<file path="src/rtl/gray_conv_arbiter.sv">
// Round-robin arbiter that time-shares one binary-to-Gray converter among NUM_REQ requesters.
// Each grant is converted, then held on a registered valid/ready output until accepted.
module gray_conv_arbiter #(
  parameter int unsigned NUM_REQ = 4,
  parameter int unsigned WIDTH   = 4,
  parameter int unsigned IDW     = 3
) (
  input  logic                     clk,
  input  logic                     rst,
  input  logic [NUM_REQ-1:0]       req,
  input  logic [NUM_REQ*WIDTH-1:0] bin_in,
  output logic [NUM_REQ-1:0]       gnt,
  output logic                     out_valid,
  output logic [WIDTH-1:0]         out_gray,
  output logic [IDW-1:0]           out_id,
  input  logic                     out_ready,
  output logic                     busy,
  output logic [7:0]               conv_count
);

  localparam logic [1:0] S_IDLE = 2'd0;
  localparam logic [1:0] S_CONV = 2'd1;
  localparam logic [1:0] S_HOLD = 2'd2;

  logic [1:0]         r_state;
  logic [IDW-1:0]     r_last_id;
  logic [WIDTH-1:0]   r_operand;
  logic [IDW-1:0]     r_id;

  logic               w_found;
  logic [IDW-1:0]     w_winner;
  logic [WIDTH-1:0]   w_win_bin;
  logic [NUM_REQ-1:0] w_gnt;

  // Two passes give round-robin order: indices above last_id first, then wrap to 0..last_id.
  always_comb begin
    w_found   = 1'b0;
    w_winner  = '0;
    w_win_bin = '0;
    w_gnt     = '0;
    for (int k = 0; k < NUM_REQ; k++) begin
      if (!w_found && req[k] && (IDW'(k) > r_last_id)) begin
        w_found   = 1'b1;
        w_winner  = IDW'(k);
        w_win_bin = bin_in[k*WIDTH +: WIDTH];
        w_gnt     = '0;
        w_gnt[k]  = 1'b1;
      end
    end
    for (int k = 0; k < NUM_REQ; k++) begin
      if (!w_found && req[k] && (IDW'(k) <= r_last_id)) begin
        w_found   = 1'b1;
        w_winner  = IDW'(k);
        w_win_bin = bin_in[k*WIDTH +: WIDTH];
        w_gnt     = '0;
        w_gnt[k]  = 1'b1;
      end
    end
  end

  always_ff @(posedge clk or posedge rst) begin
    if (rst) begin
      r_state    <= S_IDLE;
      r_last_id  <= IDW'(NUM_REQ - 1);
      r_operand  <= '0;
      r_id       <= '0;
      gnt        <= '0;
      out_valid  <= 1'b0;
      out_gray   <= '0;
      out_id     <= '0;
      conv_count <= 8'd0;
    end else begin
      case (r_state)
        S_IDLE: begin
          if (w_found) begin
            r_operand <= w_win_bin;
            r_id      <= w_winner;
            r_last_id <= w_winner;
            gnt       <= w_gnt;
            r_state   <= S_CONV;
          end
        end
        S_CONV: begin
          gnt       <= '0;
          out_gray  <= r_operand ^ (r_operand >> 1);
          out_id    <= r_id;
          out_valid <= 1'b1;
          r_state   <= S_HOLD;
        end
        S_HOLD: begin
          if (out_ready) begin
            out_valid  <= 1'b0;
            conv_count <= conv_count + 8'd1;
            r_state    <= S_IDLE;
          end
        end
        default: r_state <= S_IDLE;
      endcase
    end
  end

  assign busy = (r_state != S_IDLE);

endmodule

</file>
<file path="config.mk">
export PLATFORM = sky130hd
export DESIGN_NAME = gray_conv_arbiter
export DESIGN_NICKNAME = d
export VERILOG_FILES = /design/src/rtl/gray_conv_arbiter.sv
export SDC_FILE = /design/constraint.sdc
export NUM_CORES = 1
export LEC_CHECK = 0
export CORE_ASPECT_RATIO = 1.5
export CORE_MARGIN = 2
export CORE_UTILIZATION = 39
export CTS_BUF_LIST = sky130_fd_sc_hd__clkbuf_4 sky130_fd_sc_hd__clkbuf_8
export CTS_CLUSTER_SIZE = 30
export DETAILED_ROUTE_END_ITERATION = 7
export PLACE_DENSITY_LB_ADDON = 0.08
export SYNTH_ARGS = -nofsm -noshare
export SYNTH_HDL_FRONTEND = slang
export SYNTH_SLANG_ARGS = --single-unit
</file>
<file path="constraint.sdc">
create_clock -name clk -period 2.1 [get_ports clk]
set_input_delay 0.63 -clock clk [delete_from_list [all_inputs] [get_ports clk]]
set_output_delay 0.63 -clock clk [all_outputs]
set_load 0.005 [all_outputs]
</file>
==> load_flow_metrics.sql <==
INSERT INTO impl_metrics (metric_group, metric, value, unit) VALUES
('global_routing', 'largest_net_degree_at_the_start_of_global_routing', '30', ''),
('setup_path', 'crit_arrival', '2110', 'ps'),
('sta', 'timing.clock.skew', '2.77', 'ps'),
('placement', 'detailedPlacementHpwl', '3590', 'microns'),
('synthesis', 'synthCells', '181', ''),
('drt', 'post_drt_via_cell_ratio', '5.35', ''),
('synthesis', 'ys_dominant_reg_cell', 'sky130_fd_sc_hd__dfrtp_1', ''),
('worst_hold_path', 'worst_hold_path_type', 'reg -> reg', ''),
('floorplan', 'floorplan.die_area', '4740', 'sq um'),
('final_layout', 'area_growth', '50.2', '%'),
('final_layout', 'fillCellCount', '375', ''),
('synthesis', 'synth.ff_latch_count', '29', ''),
('final_layout', 'final_cell_area', '2460', 'sq um'),
('sta', 'rsz0062_at_grt', 'no', ''),
('placement', 'globalplace.congestion', '0.860', ''),
('synthesis', 'synth_edf_count', '0', ''),
('synthesis', 'synth_top_area_share', '0.413', ''),
('clock_tree', 'h_tree_depth', '2', ''),
('floorplan', 'initial_utilization', '0.409', ''),
('drt', 'drt-initial-drc-count', '87', ''),
('global_routing', 'first_pass_grt_wire_length', '7800', 'microns'),
('setup_path', 'worstSetupEndpointType', 'flop', ''),
('synthesis', 'syn_area_per_cell', '9.03', 'sq um'),
('placement', 'detailed_place.area', '2270', 'sq um'),
('placement', 'io_buffers', '42', ''),
('sta', 'fmax', '0.509', 'GHz'),
('clock_tree', 'clock_sink_count', '29', ''),
('setup_path', 'start_kind', 'flop', ''),
('clock_tree', 'clkLatencyLatePin', '280', 'ps'),
('global_routing', 'antenna_found_initial', '0', ''),
('setup_path', 'criticalPathCategory', 'reg -> reg', ''),
('floorplan', 'core_area', '3990', 'sq um'),
('synthesis', 'synth.lib_cells_used.distinct', '48', ''),
('clock_tree', 'clock_tree_from_tritoncts', 'done', ''),
('sta', 'count_of_pins_over_their_slew_limit', '0', ''),
('setup_path', 'r2r.worst_path.cells', '6', ''),
('worst_hold_path', 'hold-path-cell-count', '1', ''),
('final_layout', 'post_route_cells_drive_above_1_share', '0.226', ''),
('global_routing', 'globalRoute.totalOverflow', '0', ''),
('synthesis', 'synthTopCellsByArea', 'sky130_fd_sc_hd__dfrtp_1 (41%), sky130_fd_sc_hd__nand2_1 (5.5%), sky130_fd_sc_hd__xnor2_1 (4.3%)', ''),
('final_layout', 'layout_common_cells', 'sky130_fd_sc_hd__clkdlybuf4s50_1 (37), sky130_fd_sc_hd__buf_4 (32), sky130_fd_sc_hd__dfrtp_1 (27), sky130_fd_sc_hd__nand2_1 (24)', ''),
('final_layout', 'nets', '275', ''),
('final_layout', 'finalNonFillerCells', '297', ''),
('worst_hold_path', 'min_to', 'conv_count[7]', ''),
('sta', 'hold_violations', '0', ''),
('worst_hold_path', 'hold_startpoint', 'conv_count[7]', ''),
('global_routing', 'via_count_of_the_first_global_routing_pass', '1668', ''),
('final_layout', 'final_antenna_diode_count', '0', ''),
('run_status', 'run_status', 'complete, no violations', ''),
('synthesis', 'seq_total_area_yosys', '0.445', ''),
('floorplan', 'fp.dieH', '83.3', 'microns'),
('drt', 'drt-total-wl', '4600', 'microns'),
('setup_path', 'crit-reg2reg-launch', 'r_last_id[0]', ''),
('power', 'power-per-cell-area', '1240', 'nW/um^2'),
('final_layout', 'postLayoutCoreUtil', '0.615', ''),
('floorplan', 'io_pins', '44', ''),
('drt', 'routed_wire_length_per_instance', '15.5', 'microns'),
('job', 'drv_cap', '0', ''),
('placement', 'dpl_worst_slack', '-379', 'ps'),
('synthesis', 'async_reset_ff_frac', '1.00', ''),
('floorplan', 'dieWidth', '56.9', 'microns'),
('setup_path', 'r2r_end', 'r_operand[3]', ''),
('floorplan', 'num_rows', '28', ''),
('drt', 'drtAntennaViolNets', '0', ''),
('sta', 'final_min_period_over_clock_period', '0.935', ''),
('drt', 'drt_first_pass_iters', '4', ''),
('clock_tree', 'cts-root-buf', 'sky130_fd_sc_hd__clkbuf_8', ''),
('placement', 'place.detailed.instances', '285', ''),
('setup_path', 'timing.critical_path.fanout_max', '8', ''),
('drt', 'number_of_vias_after_detailed_routing', '1588', ''),
('final_layout', 'multi_input_comb_area', '877', 'sq um');
[critical path, stage by stage (launching register included)]
cell and delay, ps:
sky130_fd_sc_hd__dfstp_2 610, sky130_fd_sc_hd__or3b_4 420, sky130_fd_sc_hd__a311oi_4 380, sky130_fd_sc_hd__buf_4 190, sky130_fd_sc_hd__a211oi_2 30, sky130_fd_sc_hd__o221ai_1 90
sky130_fd_sc_hd__a31oi_1 120
[Yosys cell counts, types with 2 or more instances]
| master | count |
|---|---|
| sky130_fd_sc_hd__dfrtp_1 | 27 |
| sky130_fd_sc_hd__nand2_1 | 24 |
| sky130_fd_sc_hd__nand3_1 | 10 |
| sky130_fd_sc_hd__nor2_1 | 10 |
| sky130_fd_sc_hd__a21oi_1 | 8 |
| sky130_fd_sc_hd__xnor2_1 | 8 |
| sky130_fd_sc_hd__buf_2 | 7 |
| sky130_fd_sc_hd__inv_1 | 7 |
| sky130_fd_sc_hd__nand2b_1 | 7 |
| sky130_fd_sc_hd__o21ai_0 | 7 |
| sky130_fd_sc_hd__o21a_1 | 5 |
| sky130_fd_sc_hd__a21o_1 | 4 |
| sky130_fd_sc_hd__a221oi_1 | 3 |
| sky130_fd_sc_hd__a31oi_1 | 3 |
| sky130_fd_sc_hd__clkbuf_1 | 3 |
| sky130_fd_sc_hd__a211oi_1 | 2 |
| sky130_fd_sc_hd__a2bb2oi_1 | 2 |
| sky130_fd_sc_hd__and2_1 | 2 |
| sky130_fd_sc_hd__and4_1 | 2 |
| sky130_fd_sc_hd__dfstp_2 | 2 |
| sky130_fd_sc_hd__nand3b_1 | 2 |
| sky130_fd_sc_hd__nand4_1 | 2 |
| sky130_fd_sc_hd__nand4b_1 | 2 |
| sky130_fd_sc_hd__nor2b_1 | 2 |
| sky130_fd_sc_hd__nor3_1 | 2 |
| sky130_fd_sc_hd__nor3b_1 | 2 |
| sky130_fd_sc_hd__o211ai_1 | 2 |
| sky130_fd_sc_hd__o22ai_1 | 2 |
| sky130_fd_sc_hd__or2_2 | 2 |
| sky130_fd_sc_hd__xor2_1 | 2 |
[worst max path at each step]
stage	start	to	slack [ps]
after global routing	r_last_id[0]	r_operand[3]	50
after CTS	req[2]	r_operand[3]	0.5
after floorplan	req[2]	r_operand[3]	290
after detailed placement	req[2]	r_operand[1]	-380
after global placement	req[2]	r_operand[3]	-310
final	r_last_id[0]	r_operand[3]	140
[final cells by class]
cell class	count	area share
Timing Repair Buffer	74	0.274
Inverter	7	0.0122
Sequential cell	29	0.296
Multi-Input combinational cell	134	0.357
Clock buffer	8	0.0372
Tap cell	45	0.0229
[cells by family (layout without fill, tap and decap cells)]
logic type / Yosys count / in the layout / synth area share
xor+xnor: 10 / 10 / 0.0536
other cells: 1 / 1 / 0.00229
compound gates: 47 / 47 / 0.201
fa+ha+maj: 1 / 1 / 0.00765
simple gates: 74 / 74 / 0.234
mux: 1 / 1 / 0.00689
flops: 29 / 29 / 0.445
buf+inv: 18 / 89 / 0.0490
[where the power goes]
group / leakage, uW / switching (uW) / internal [uW] / total [uW]
clock: 0.0000498 / 196 / 273 / 470
sequential: 0.000358 / 233 / 816 / 1050
combinational: 0.000701 / 663 / 859 / 1520
[repair_timing]
item	in CTS	in global routing
setup endpoints to repair	3	10
gates resized for setup	4	12
setup buffers	2	2
hold buffers	0	0
pin swaps	2	3
[stage by stage]
stage,hold slack [ps],power (uW),TNS (ps)
after floorplan,439,1800,0
after CTS,483,3030,0
after detailed placement,468,2500,-2470
after global routing,489,3290,0
after global placement,456,2450,-2110
final,482,3040,0
[per-layer routing]
layer	global-route usage	routed length, microns
met1	0.219	1700
met2	0.391	2570
met3	0.0296	182
met4	0.112	136
met5	0	0
[registers in the layout, indices dropped and copies added (netlist names)]
signal	flops
r_state	2
out_id	2
r_id	2
r_operand	4
conv_count	8
r_last_id	2
out_valid	1
out_gray	4
gnt	4
No activity file was read; power rests on OpenSTA's default activity.
